<file path="config.mk">
export PLATFORM = sky130hd
export DESIGN_NAME = vga_scan_engine
export DESIGN_NICKNAME = d
export VERILOG_FILES = /design/src/rtl/vga_timing_pkg.sv /design/src/rtl/vga_tick_div.sv /design/src/rtl/vga_scan_engine.sv
export SDC_FILE = /design/constraint.sdc
export NUM_CORES = 1
export LEC_CHECK = 0
export ABC_CLOCK_PERIOD_IN_PS = 2400
export CORE_MARGIN = 1.5
export CORE_UTILIZATION = 30
export DETAILED_ROUTE_END_ITERATION = 10
export SETUP_SLACK_MARGIN = 0.1
export SLEW_MARGIN = 20
export SYNTH_ARGS = -nofsm -noshare
export SYNTH_HDL_FRONTEND = slang
export SYNTH_HIERARCHICAL = 1
export SYNTH_SLANG_ARGS = --single-unit
</file>
<file path="constraint.sdc">
create_clock -name ClkPort -period 2.4 [get_ports ClkPort]
set_input_delay 0.24 -clock ClkPort [delete_from_list [all_inputs] [get_ports ClkPort]]
set_output_delay 0.24 -clock ClkPort [all_outputs]
set_load 0.01 [all_outputs]
</file>
<file path="src/rtl/vga_timing_pkg.sv">
// Shared VGA timing definitions: default 640x480@60 constants, total-length
// helpers and the sync polarity pair used by the scan engine.
package vga_timing_pkg;

    localparam int DEF_CLK_DIV   = 4;
    localparam int DEF_H_VISIBLE = 640;
    localparam int DEF_H_FP      = 16;
    localparam int DEF_H_SYNC    = 96;
    localparam int DEF_H_BP      = 48;
    localparam int DEF_V_VISIBLE = 480;
    localparam int DEF_V_FP      = 10;
    localparam int DEF_V_SYNC    = 2;
    localparam int DEF_V_BP      = 33;

    typedef struct packed {
        logic hsync;
        logic vsync;
    } sync_pol_t;

    // Active levels of the two syncs for the standard 640x480 mode.
    localparam sync_pol_t SYNC_POL_NEG = '{hsync: 1'b0, vsync: 1'b0};

    function automatic int h_total(input int vis, input int fp, input int sync, input int bp);
        return vis + fp + sync + bp;
    endfunction

    function automatic int v_total(input int vis, input int fp, input int sync, input int bp);
        return vis + fp + sync + bp;
    endfunction

endpackage

</file>
<file path="src/rtl/vga_tick_div.sv">
// Modulus-MOD counter with enable. tc flags the terminal count in the current
// cycle; tick is the same condition registered, so it is high for one cycle.
module vga_tick_div #(
    parameter int MOD = 4
) (
    input  logic ClkPort,
    input  logic Reset_n,
    input  logic en,
    output logic tc,
    output logic tick
);

    localparam int W = (MOD > 1) ? $clog2(MOD) : 1;
    localparam logic [W-1:0] LAST = W'(MOD - 1);

    logic [W-1:0] cnt;

    assign tc = en && (cnt == LAST);

    always_ff @(posedge ClkPort or negedge Reset_n) begin
        if (!Reset_n) begin
            cnt  <= '0;
            tick <= 1'b0;
        end else if (!en) begin
            cnt  <= '0;
            tick <= 1'b0;
        end else begin
            tick <= tc;
            cnt  <= (cnt == LAST) ? '0 : cnt + 1'b1;
        end
    end

endmodule

</file>
<file path="src/rtl/vga_scan_engine.sv">
// Single-clock VGA scan engine: pixel strobe, h/v counters, registered sync and
// visibility decode, line/frame strobes and a movement strobe.
module vga_scan_engine
    import vga_timing_pkg::*;
#(
    parameter int   CLK_DIV       = DEF_CLK_DIV,
    parameter int   H_VISIBLE     = DEF_H_VISIBLE,
    parameter int   H_FP          = DEF_H_FP,
    parameter int   H_SYNC        = DEF_H_SYNC,
    parameter int   H_BP          = DEF_H_BP,
    parameter int   V_VISIBLE     = DEF_V_VISIBLE,
    parameter int   V_FP          = DEF_V_FP,
    parameter int   V_SYNC        = DEF_V_SYNC,
    parameter int   V_BP          = DEF_V_BP,
    parameter logic HSYNC_POL     = SYNC_POL_NEG.hsync,
    parameter logic VSYNC_POL     = SYNC_POL_NEG.vsync,
    parameter int   CNT_W         = 10,
    parameter int   MOVE_MODE     = 0,
    parameter int   MOVE_DIV_LOG2 = 17
) (
    input  logic             ClkPort,
    input  logic             Reset_n,
    input  logic             en,
    output logic             pix_en,
    output logic [CNT_W-1:0] hCount,
    output logic [CNT_W-1:0] vCount,
    output logic             bright,
    output logic             hSync,
    output logic             vSync,
    output logic             line_start,
    output logic             frame_start,
    output logic             move_tick
);

    localparam int H_TOTAL  = h_total(H_VISIBLE, H_FP, H_SYNC, H_BP);
    localparam int V_TOTAL  = v_total(V_VISIBLE, V_FP, V_SYNC, V_BP);
    localparam int MAX_TOT  = (H_TOTAL > V_TOTAL) ? H_TOTAL : V_TOTAL;
    localparam int HS_START = H_VISIBLE + H_FP;
    localparam int HS_END   = H_VISIBLE + H_FP + H_SYNC;
    localparam int VS_START = V_VISIBLE + V_FP;
    localparam int VS_END   = V_VISIBLE + V_FP + V_SYNC;

    localparam logic [CNT_W-1:0] H_LAST = CNT_W'(H_TOTAL - 1);
    localparam logic [CNT_W-1:0] V_LAST = CNT_W'(V_TOTAL - 1);

    if (CLK_DIV < 1) begin : g_bad_clk_div
        $error("vga_scan_engine: CLK_DIV must be at least 1");
    end
    if ((1 << CNT_W) < MAX_TOT) begin : g_bad_cnt_w
        $error("vga_scan_engine: CNT_W too narrow for the frame totals");
    end

    logic             pix_adv;
    logic [CNT_W-1:0] h_next;
    logic [CNT_W-1:0] v_next;
    logic             nxt_bright;
    logic             nxt_hs_act;
    logic             nxt_vs_act;

    vga_tick_div #(
        .MOD (CLK_DIV)
    ) u_pix_div (
        .ClkPort (ClkPort),
        .Reset_n (Reset_n),
        .en      (en),
        .tc      (pix_adv),
        .tick    (pix_en)
    );

    // Decode is taken from the position the counters are about to present, so
    // the registered flags line up with hCount/vCount on the same edge.
    always_comb begin
        h_next = hCount;
        v_next = vCount;
        if (hCount == H_LAST) begin
            h_next = '0;
            v_next = (vCount == V_LAST) ? '0 : vCount + 1'b1;
        end else begin
            h_next = hCount + 1'b1;
        end
        nxt_bright = (int'(h_next) < H_VISIBLE) && (int'(v_next) < V_VISIBLE);
        nxt_hs_act = (int'(h_next) >= HS_START) && (int'(h_next) < HS_END);
        nxt_vs_act = (int'(v_next) >= VS_START) && (int'(v_next) < VS_END);
    end

    always_ff @(posedge ClkPort or negedge Reset_n) begin
        if (!Reset_n) begin
            hCount      <= '0;
            vCount      <= '0;
            bright      <= 1'b0;
            hSync       <= ~HSYNC_POL;
            vSync       <= ~VSYNC_POL;
            line_start  <= 1'b0;
            frame_start <= 1'b0;
        end else if (!en) begin
            bright      <= 1'b0;
            hSync       <= ~HSYNC_POL;
            vSync       <= ~VSYNC_POL;
            line_start  <= 1'b0;
            frame_start <= 1'b0;
        end else if (pix_adv) begin
            hCount      <= h_next;
            vCount      <= v_next;
            bright      <= nxt_bright;
            hSync       <= nxt_hs_act ? HSYNC_POL : ~HSYNC_POL;
            vSync       <= nxt_vs_act ? VSYNC_POL : ~VSYNC_POL;
            line_start  <= (h_next == '0);
            frame_start <= (h_next == '0) && (v_next == '0);
        end else begin
            // Between strobes the decode holds; after a re-enable it stays blank
            // until the first update.
            line_start  <= 1'b0;
            frame_start <= 1'b0;
        end
    end

    if (MOVE_MODE == 0) begin : g_move_div
        logic move_tc_unused;

        vga_tick_div #(
            .MOD (1 << MOVE_DIV_LOG2)
        ) u_move_div (
            .ClkPort (ClkPort),
            .Reset_n (Reset_n),
            .en      (1'b1),
            .tc      (move_tc_unused),
            .tick    (move_tick)
        );
    end else begin : g_move_frame
        assign move_tick = frame_start;
    end

endmodule

</file>
# Word level (Yosys, flattened, before mapping)
# Cells that the tools add are included.
dict set report word_totals {
  elab_cells 53
  ff_bits 46
}
dict set report op_classes {
  add_sub_neg 4
  n_mux 19
  reduce_logical 8
  n_eq_ne 5
  magnitude_cmp 6
}
# op n
set ops {}
lappend ops {{$mux 10} 3}
lappend ops {{$add 10x1->10 const B} 2}
lappend ops {{$eq 10x10->1 const B} 2}
lappend ops {{$logic_not 10->1} 2}
lappend ops {{$lt 10x10->1 const B} 2}
lappend ops {{$lt 10x9->1 const B} 2}
lappend ops {{$add 17x1->17 const B} 1}
lappend ops {{$eq 17x17->1 const B} 1}
lappend ops {{$mux 17} 1}
lappend ops {{$mux 1} 13}
lappend ops {{$ge 10x10->1 const B} 1}
lappend ops {{$ge 10x9->1 const B} 1}
lappend ops {{$logic_and 1x1->1} 5}
lappend ops {{$mux 2} 2}
lappend ops {{$add 2x1->2 const B} 1}
lappend ops {{$eq 2x2->1 const B} 1}
lappend ops {{$ne 2x1->1 const B} 1}
lappend ops {{$reduce_and 2->1} 1}

# Depth between registers and ports, before layout
# Gate-level depths: netlist (run 1).
dict set report depth {
  word_depth 8
  mapped_depth 9
}

# Modules after synthesis
# Netlist (run 1), hierarchy kept.
# mod area_each_um2 instances cells_per_inst
set by_module_without_submodules {}
lappend by_module_without_submodules {vga_scan_engine 1815.5 1 205}
lappend by_module_without_submodules {{vga_tick_div (g_move_div.u_move_div)} 937.1 1 89}
lappend by_module_without_submodules {{vga_tick_div (u_pix_div)} 112.6 1 7}

# Worst setup path after synthesis (run 1)
# No wires, ideal clock.
dict set report synth_timing {
  kind {register to register}
  start {register hCount[0]}
  end {register bright}
  t_required_ns 2.297
  arrival_ns 1.902
  setup_time_ns 0.103
  period_less_slack_ns 2.006
  setup_slack_ns 0.394
  path_buffers 0
  path_stages_with_launch 8
  path_cell_list {dfrtp_1 ha_1 and4_4 nand4_2 nor3_1 xnor2_1 and4b_1 o41ai_2}
}
dict set report synth_between {
  elab_chain_cells 6
  elab_cells_between_ends 9
}
# item line_no
set synth_rtl {}
lappend synth_rtl {{start: declaration} vga_scan_engine.sv:25} ;# output logic [CNT_W-1:0] hCount,
lappend synth_rtl {{start signal: assignment} vga_scan_engine.sv:102} ;# hCount <= h_next;
lappend synth_rtl {{$add 10x1->10 / $eq 10x10->1 (equally long branches)} {vga_scan_engine.sv:79, vga_scan_engine.sv:75}}
lappend synth_rtl {{$mux 10} vga_scan_engine.sv:75} ;# if (hCount == H_LAST) begin
lappend synth_rtl {{$lt 10x10->1 / $lt 10x9->1 (equally long branches)} vga_scan_engine.sv:81} ;# nxt_bright = (int'(h_next) < H_VISIBLE) && (int'(v_next) < V_VISIBLE);
lappend synth_rtl {{$logic_and 1x1->1 *} vga_scan_engine.sv:81}
lappend synth_rtl {{$mux 1 *} vga_scan_engine.sv:101} ;# end else if (pix_adv) begin
lappend synth_rtl {{$mux 1 *} vga_scan_engine.sv:95} ;# end else if (!en) begin
lappend synth_rtl {{end signal: assignment} vga_scan_engine.sv:104} ;# bright <= nxt_bright;
lappend synth_rtl {{end: declaration} vga_scan_engine.sv:27} ;# output logic bright,
# Mark *: on every way between the ends. The rest lies on a longest branch, timed or not. The select of a mux whose other input is x is not followed.
# A chain may end at the register's enable or synchronous reset.

# Worst setup path after layout (run 1)
dict set report layout_timing {
  start {register hCount[1]}
  end {register bright}
}
# Same word-level chain as after synthesis.

==> results of run 1 <==
[stage by stage]
| stage | cells | area (sq um) | power [mW] | setup slack [ns] | utilization (%) |
|---|---|---|---|---|---|
| 4_1_cts | 462 | 3359 | 1.565 | 0.1325 | 36.36 |
| 3_5_place_dp | 453 | 3258 | 1.053 | 0.1538 | 35.26 |
| 6_report | 463 | 3388 | 1.543 | 0.2982 | 36.67 |
| 2_1_floorplan | 304 | 2877 | 0.9510 | 0.3942 | - |
| 3_3_place_gp | 453 | 3258 | 1.048 | 0.2553 | 35.26 |
| 5_1_grt | 463 | 3388 | 1.631 | 0.1543 | 36.67 |
[path summary, 6_finish.rpt]
check / from / endpoint / slack, ns / depth (start not counted)
min in group ClkPort: g_move_div.u_move_div/cnt[0] / g_move_div.u_move_div/cnt[0] / 0.46 / 1
worst min register to register: g_move_div.u_move_div/cnt[0] / g_move_div.u_move_div/cnt[0] / 0.46 / 1
worst min-delay path: Reset_n / g_move_div.u_move_div/tick / 0.36 / 2
worst max register to register: hCount[1] / bright / 0.30 / 7
worst max-delay path: hCount[1] / bright / 0.30 / 7
max in group asynchronous: Reset_n / vSync / 1.42 / 3
[routing by layer]
layer | share of wire (%) | wire length [microns] | global-route usage, % | vias up
met5 | 0 | 0 | 0 | -
met4 | 0.54 | 34 | 2.167 | 0
met3 | 3.3 | 208 | 3.675 | 6
met2 | 47 | 2960 | 21.47 | 41
met1 | 49 | 3111 | 17.95 | 1101
li1 | - | - | - | 1135
[state kept, by name, indices dropped and copies added (netlist names)]
name                        count
hSync                           1
hCount                         10
u_pix_div/tick                  1
frame_start                     1
bright                          1
g_move_div.u_move_div/cnt      17
line_start                      1
vSync                           1
g_move_div.u_move_div/tick      1
u_pix_div/cnt                   2
vCount                         10
[synthesized netlist by cell type, types with 2 or more instances]
library cell / number / area share [%]
o21ai_2: 2 / 0.61
a31oi_1: 6 / 1.3
nor3b_1: 3 / 0.79
nand4_1: 4 / 0.87
clkbuf_1: 5 / 0.66
dfstp_2: 2 / 1.8
o21ai_0: 16 / 2.8
nor3_1: 10 / 1.7
o21ai_1: 2 / 0.35
a21oi_1: 16 / 2.8
nand2b_1: 7 / 1.5
mux2i_1: 4 / 1.4
nand3_1: 16 / 2.8
ha_1: 7 / 3.1
xor2_1: 7 / 2.1
inv_1: 3 / 0.39
and3_1: 6 / 1.3
and2_1: 8 / 1.7
nor4_2: 4 / 1.7
nor2_1: 14 / 1.8
or4_1: 4 / 1.0
nand2_1: 36 / 4.7
or3_1: 4 / 0.87
xnor2_1: 14 / 4.3
dfrtp_1: 44 / 38
buf_4: 4 / 1.0
nand4_2: 4 / 1.7
buf_2: 3 / 0.52
buf_6: 7 / 2.8
o31ai_1: 8 / 2.1
a211oi_1: 2 / 0.52
[what timing repair did]
| action | 4_1_cts | 5_1_grt |
|---|---|---|
| endpoints found under the hold margin | 12 | 0 |
| buffers inserted | 0 | 1 |
| endpoints found under the setup margin | 0 | 6 |
| hold buffers | 1 | 0 |
| resized for setup | 0 | 4 |
[power groups by stage]
stage	Clock, mW	Sequential, mW	Combinational (mW)
floorplan	0	0.865	0.0863
global placement	0	0.867	0.181
detailed placement	0	0.870	0.183
CTS	0.523	0.856	0.186
global route	0.557	0.867	0.208
finish	0.501	0.859	0.183
[worst max-delay path: stages (launching register included)]
cell and delay [ns]:
dfrtp_1 0.44, ha_2 0.27, and4_4 0.28, nand4_4 0.19
nor3_2 0.25, xnor2_1 0.15, and4b_1 0.23, o41ai_2 0.19
[cell type report]
class                   count  share of cell area [%]
clock buffers               7                   2.548
clock inverters             1                  0.1477
inverters                   3                  0.3323
multi-input cells         235                   46.79
flip-flops and latches     46                   34.05
well taps                 129                   4.764
repair buffers             42                   11.37
[cells by family (layout without fill, tap and decap cells)]
family	after synthesis	after routing	synth area share [%]
AO/OA/AOI/OAI	60	60	13.28
XOR/XNOR	21	21	6.419
adder cells (fa/ha/maj)	7	7	3.057
buffers and inverters	23	53	5.546
flip-flops	46	46	40.26
multiplexers	4	4	1.397
other	1	4	0.1309
AND/OR/NAND/NOR	139	139	29.91
[placed cells by master, fill, tap and decap left out, types with 3 or more instances in the layout]
master and count:
conb_1 4, clkbuf_8 6, nor3b_1 3, clkdlybuf4s50_1 28
dfrtp_1 44, nand2b_1 7, o21ai_0 16, inv_1 3
ha_1 6, xor2_1 7, nor4_2 4, xnor2_1 14
mux2i_1 4, nand3_1 16, or3_1 4, nand4_2 3
nor3_2 3, nor3_1 8, nor2_1 14, nand2_1 36
o31ai_1 8, and3_1 6, a31oi_1 6, nand4_1 4
and2_1 8, a21oi_1 16, buf_4 12, or4_1 4
==> impl_metrics.tcl, run 1 <==
set metrics [dict create \
    grt_pass1_wl_microns 10890 \
    num-nets-final 343 \
    p_int_mw 1.133 \
    design.die.area_sq_um 10150 \
    clockPowerShare_pct 32.5 \
    tns_ns 0 \
    remaining_drc_errors 0 \
    grt_pass1_vias 2259 \
    clock.fmax_mhz 475.8 \
    grt_max_degree 19 \
    die_w_microns 100.7 \
    rsz0062_at_grt "no" \
    gp_congestion 0.8312 \
    initial_core_util_pct 31.01 \
    cp.arrival_ns 2.30 \
    slew_viol_final 0 \
    ant_nets 0 \
    p_per_area_nw_per_um2 455.3 \
    core_region_area_sq_um 9240 \
    p_comb_share_pct 11.9 \
    fillers 958 \
    critPathRequiredTime_ns 2.60 \
    detail_route.first_pass.iterations 4 \
    pwr-share-seq_pct 55.7 \
    cts.htree.levels 2 \
    tightest_slew_ns 0.4853 \
    yosysWarnings 6 \
    hold_viol_final 0 \
    syn_area_per_cell_sq_um 9.519 \
    viasPerCell 4.931 \
    antenna_cells 0 \
    synth_edf_count 0 \
    startpoint_type "register" \
    die_h_microns 100.7 \
    setup_viol_count_final 0 \
    switchingPower_mw 0.4099 \
    critPathCaptureType "register" \
    synthFlopType "dfrtp_1" \
    avgRoutedWirePerCell_microns 13.64 \
    leakagePower_nw 1.344 \
    final_layout_size_suffix_gt1_share_pct 14.97 \
    drv_cap 0 \
    synth-async-reset-ratio_pct 100.0 \
    ys_seq_elements 46 \
    cts_buffers 5 \
    drtIter0Drc 60 \
    fp-row-count 35 \
    vdd_drop_max_uv 466.6 \
    vias 2283 \
    outcome "finished clean" \
    antenna_found_initial 0 \
    ios 30 \
    clk_pin_slew_ns 0.09 \
    syn-cell-area_sq_um 2865 \
    clock_path_buffers 2 \
    synth-seq-area-share_pct 40.26 \
    grt-ovfl-total 0 \
    syn_inst 301 \
    syn_to_final_growth_pct 18.25 \
    whs_ns 0.3604 \
    finalClockSkew_ns 0.01002 \
    wirelength_microns 6316 \
    hpwl_microns 4682 \
    slew_headroom_pct 66.81 \
    grtUsageTotal_pct 13.25 \
    clockRootBuffer "clkbuf_8" \
    finalWorstPathRequiredPeriod_ns 2.102 \
    crit_type "register to register" \
    io_buffers 29 \
    final-seq-area_sq_um 1154 \
    finalCritPeriodShare_pct 87.58 \
    tritoncts "built" \
    sw_frac_of_total_pct 26.57 \
    clock_latency_ns 0.30 \
    clkSinkCount 46 \
    synth.distinct_cells 60 \
    critPathMaxFanout 9 \
    hold_class "primary input to asynchronous set/reset pin" \
    multiInputGateArea_sq_um 1585 \
]
(Power assumes the default switching activity.)
==> run 2: changes to the inputs <==
- REMOVE_ABC_BUFFERS: default -> 1
==> impl_metrics.tcl, run 2 (synthesized netlist as in run 1, its figures left out) <==
set metrics [dict create \
    outcome "finished clean" \
    slew_viol_final 0 \
    drv_cap 0 \
    cts.htree.levels 2 \
    p_per_area_nw_per_um2 470.9 \
    rrSetupSlack_ns 0.24 \
    reg2reg_depth 7 \
    top_regs "g_move_div.u_move_div/cnt (17), hCount (10), vCount (10)" \
    grt-ovfl-total 0 \
    antenna_cells 0 \
    tns_ns 0 \
    place_inst 450 \
    leakagePower_nw 1.331 \
    clock_latency_ns 0.30 \
    reg2reg_to "frame_start" \
    hold_class "register to register" \
    io_buffers 29 \
    die_w_microns 100.7 \
    cts_buffers 5 \
    wirelength_microns 6513 \
    drtIter0Drc 33 \
    finalClockSkew_ns 0.005282 \
    startpoint_type "register" \
    placed_area_sq_um 3236 \
    fp-row-count 35 \
    clk_pin_slew_ns 0.09 \
    grt_util_met2_pct 22.77 \
    cp.arrival_ns 2.36 \
    critPathCaptureType "register" \
    finalCoreUtilization_pct 36.57 \
    tightest_slew_ns 0.6332 \
    vias 2301 \
    critPathMaxFanout 8 \
    ios 30 \
    design.die.area_sq_um 10150 \
    setup_viol_count_final 0 \
    use_met1_pct 18.77 \
    core_region_area_sq_um 9240 \
    power_mw 1.592 \
    instances_no_fill 461 \
    multiInputGateArea_sq_um 1570 \
    slew_headroom_pct 57.79 \
    grtUsageTotal_pct 13.95 \
    regMostFlops "g_move_div.u_move_div/cnt" \
    vdd_drop_max_uv 373.9 \
    crit_type "register to register" \
    min-delay-start "u_pix_div/cnt[0]" \
    clock.fmax_mhz 462.8 \
    final_layout_size_suffix_gt1_share_pct 15.06 \
    gp_congestion 0.8998 \
    ant_nets 0 \
    top_usage_layer "met2" \
    finalWorstPathRequiredPeriod_ns 2.161 \
    mostFrequentLayoutCell "dfrtp_1" \
    global_route.usage.met3_pct 2.705 \
    die_h_microns 100.7 \
    rsz0062_at_grt "no" \
    antenna_found_initial 0 \
    hold_viol_final 0 \
    largest_reg_flops 17 \
    grt_max_degree 28 \
    r2r-start "hCount[1]" \
    final_cell_mix "42 x dfrtp_1, 36 x nand2_1, 28 x clkdlybuf4s50_1" \
    whs_endpoint "u_pix_div/cnt[0]" \
    finalCritPeriodShare_pct 90.04 \
    design_area_sq_um 3379 \
    initial_core_util_pct 31.01 \
    tritoncts "built" \
    grt_pass1_vias 2295 \
    clock_path_buffers 2 \
    critPathRequiredTime_ns 2.59 \
    remaining_drc_errors 0 \
    grt_pass1_wl_microns 11230 \
    clockRootBuffer "clkbuf_8" \
    num-nets-final 341 \
    viasPerCell 4.991 \
    final-seq-area_sq_um 1156 \
    syn_to_final_growth_pct 17.95 \
    min_delay_path_depth 1 \
    avgRoutedWirePerCell_microns 14.13 \
    hpwl_microns 4716 \
    clkSinkCount 46 \
    fillers 946 \
    detail_route.first_pass.iterations 4 \
]
-- run 2: final cells by class --
| class | count | share of cell area, % |
|---|---|---|
| flip-flops and latches | 46 | 34.21 |
| well taps | 129 | 4.776 |
| repair buffers | 40 | 10.96 |
| inverters | 3 | 0.3332 |
| clock buffers | 8 | 3.258 |
| multi-input cells | 235 | 46.46 |
-- run 2: worst max-delay path by stage --
stage	depth (start not counted)	end	slack, ns	start
finish	7	frame_start	0.24	hCount[1]
global route	7	frame_start	0.06	hCount[1]
CTS	7	frame_start	0.21	hCount[0]
detailed placement	7	frame_start	0.24	hCount[0]
global placement	7	frame_start	0.30	hCount[0]
floorplan	7	bright	0.23	hCount[0]
-- run 2: routing by layer --
layer | vias up | share of wire (%)
li1 | 1130 | -
met1 | 1112 | 48
met2 | 47 | 47
met3 | 12 | 3.4
met4 | 0 | 1.6
met5 | - | 0
-- run 2: what timing repair did --
item | CTS | global route
hold buffers | 1 | 0
setup buffers | 0 | 2
resized for setup | 0 | 4
hold endpoints to repair | 24 | 0
endpoints found under the setup margin | 0 | 8
-- run 2: metrics by stage --
| step | hold WS, ns | setup WS, ns |
|---|---|---|
| 4_1_cts | 0.4786 | 0.2054 |
| 6_report | 0.4706 | 0.2391 |
| 3_5_place_dp | 0.3098 | 0.2365 |
| 3_3_place_gp | 0.3077 | 0.2980 |
| 2_1_floorplan | -0.05559 | 0.2328 |
| 5_1_grt | 0.4842 | 0.06461 |
-- run 2: where the power goes --
group | switching [mW] | internal, mW | leakage [nW] | total [mW]
Clock | 0.271 | 0.291 | 0.0575 | 0.562
Combinational | 0.0799 | 0.0842 | 0.654 | 0.164
Sequential | 0.0566 | 0.809 | 0.619 | 0.865
-- run 2: critical path, cell delays in order (launching register included) --
cell and delay (ns):
dfrtp_1 0.45, ha_2 0.28, nand4_2 0.19, nor3b_4 0.41, a21oi_1 0.12, a31oi_1 0.31
nor4b_1 0.11, and3_1 0.19
==> run 3: changes to the inputs <==
--- a/config.mk
+++ b/config.mk
@@ -7,4 +7,5 @@
 export LEC_CHECK = 0
 export ABC_CLOCK_PERIOD_IN_PS = 2400
+export CAP_MARGIN = 20
 export CORE_MARGIN = 1.5
 export CORE_UTILIZATION = 30
==> constraint.sdc (replaced) <==
create_clock -name ClkPort -period 2.4 [get_ports ClkPort]
set_input_delay 0.24 -clock ClkPort [delete_from_list [all_inputs] [get_ports ClkPort]]
set_output_delay 0.24 -clock ClkPort [all_outputs]
set_load 0.05 [all_outputs]
==> results of run 3 <==
The final DEF is identical to that of run 2. Status: finished clean.
Among the figures that moved: total power 1.592 mW -> 1.669 mW; worst IR drop on VDD 373.9 uV -> 559.8 uV
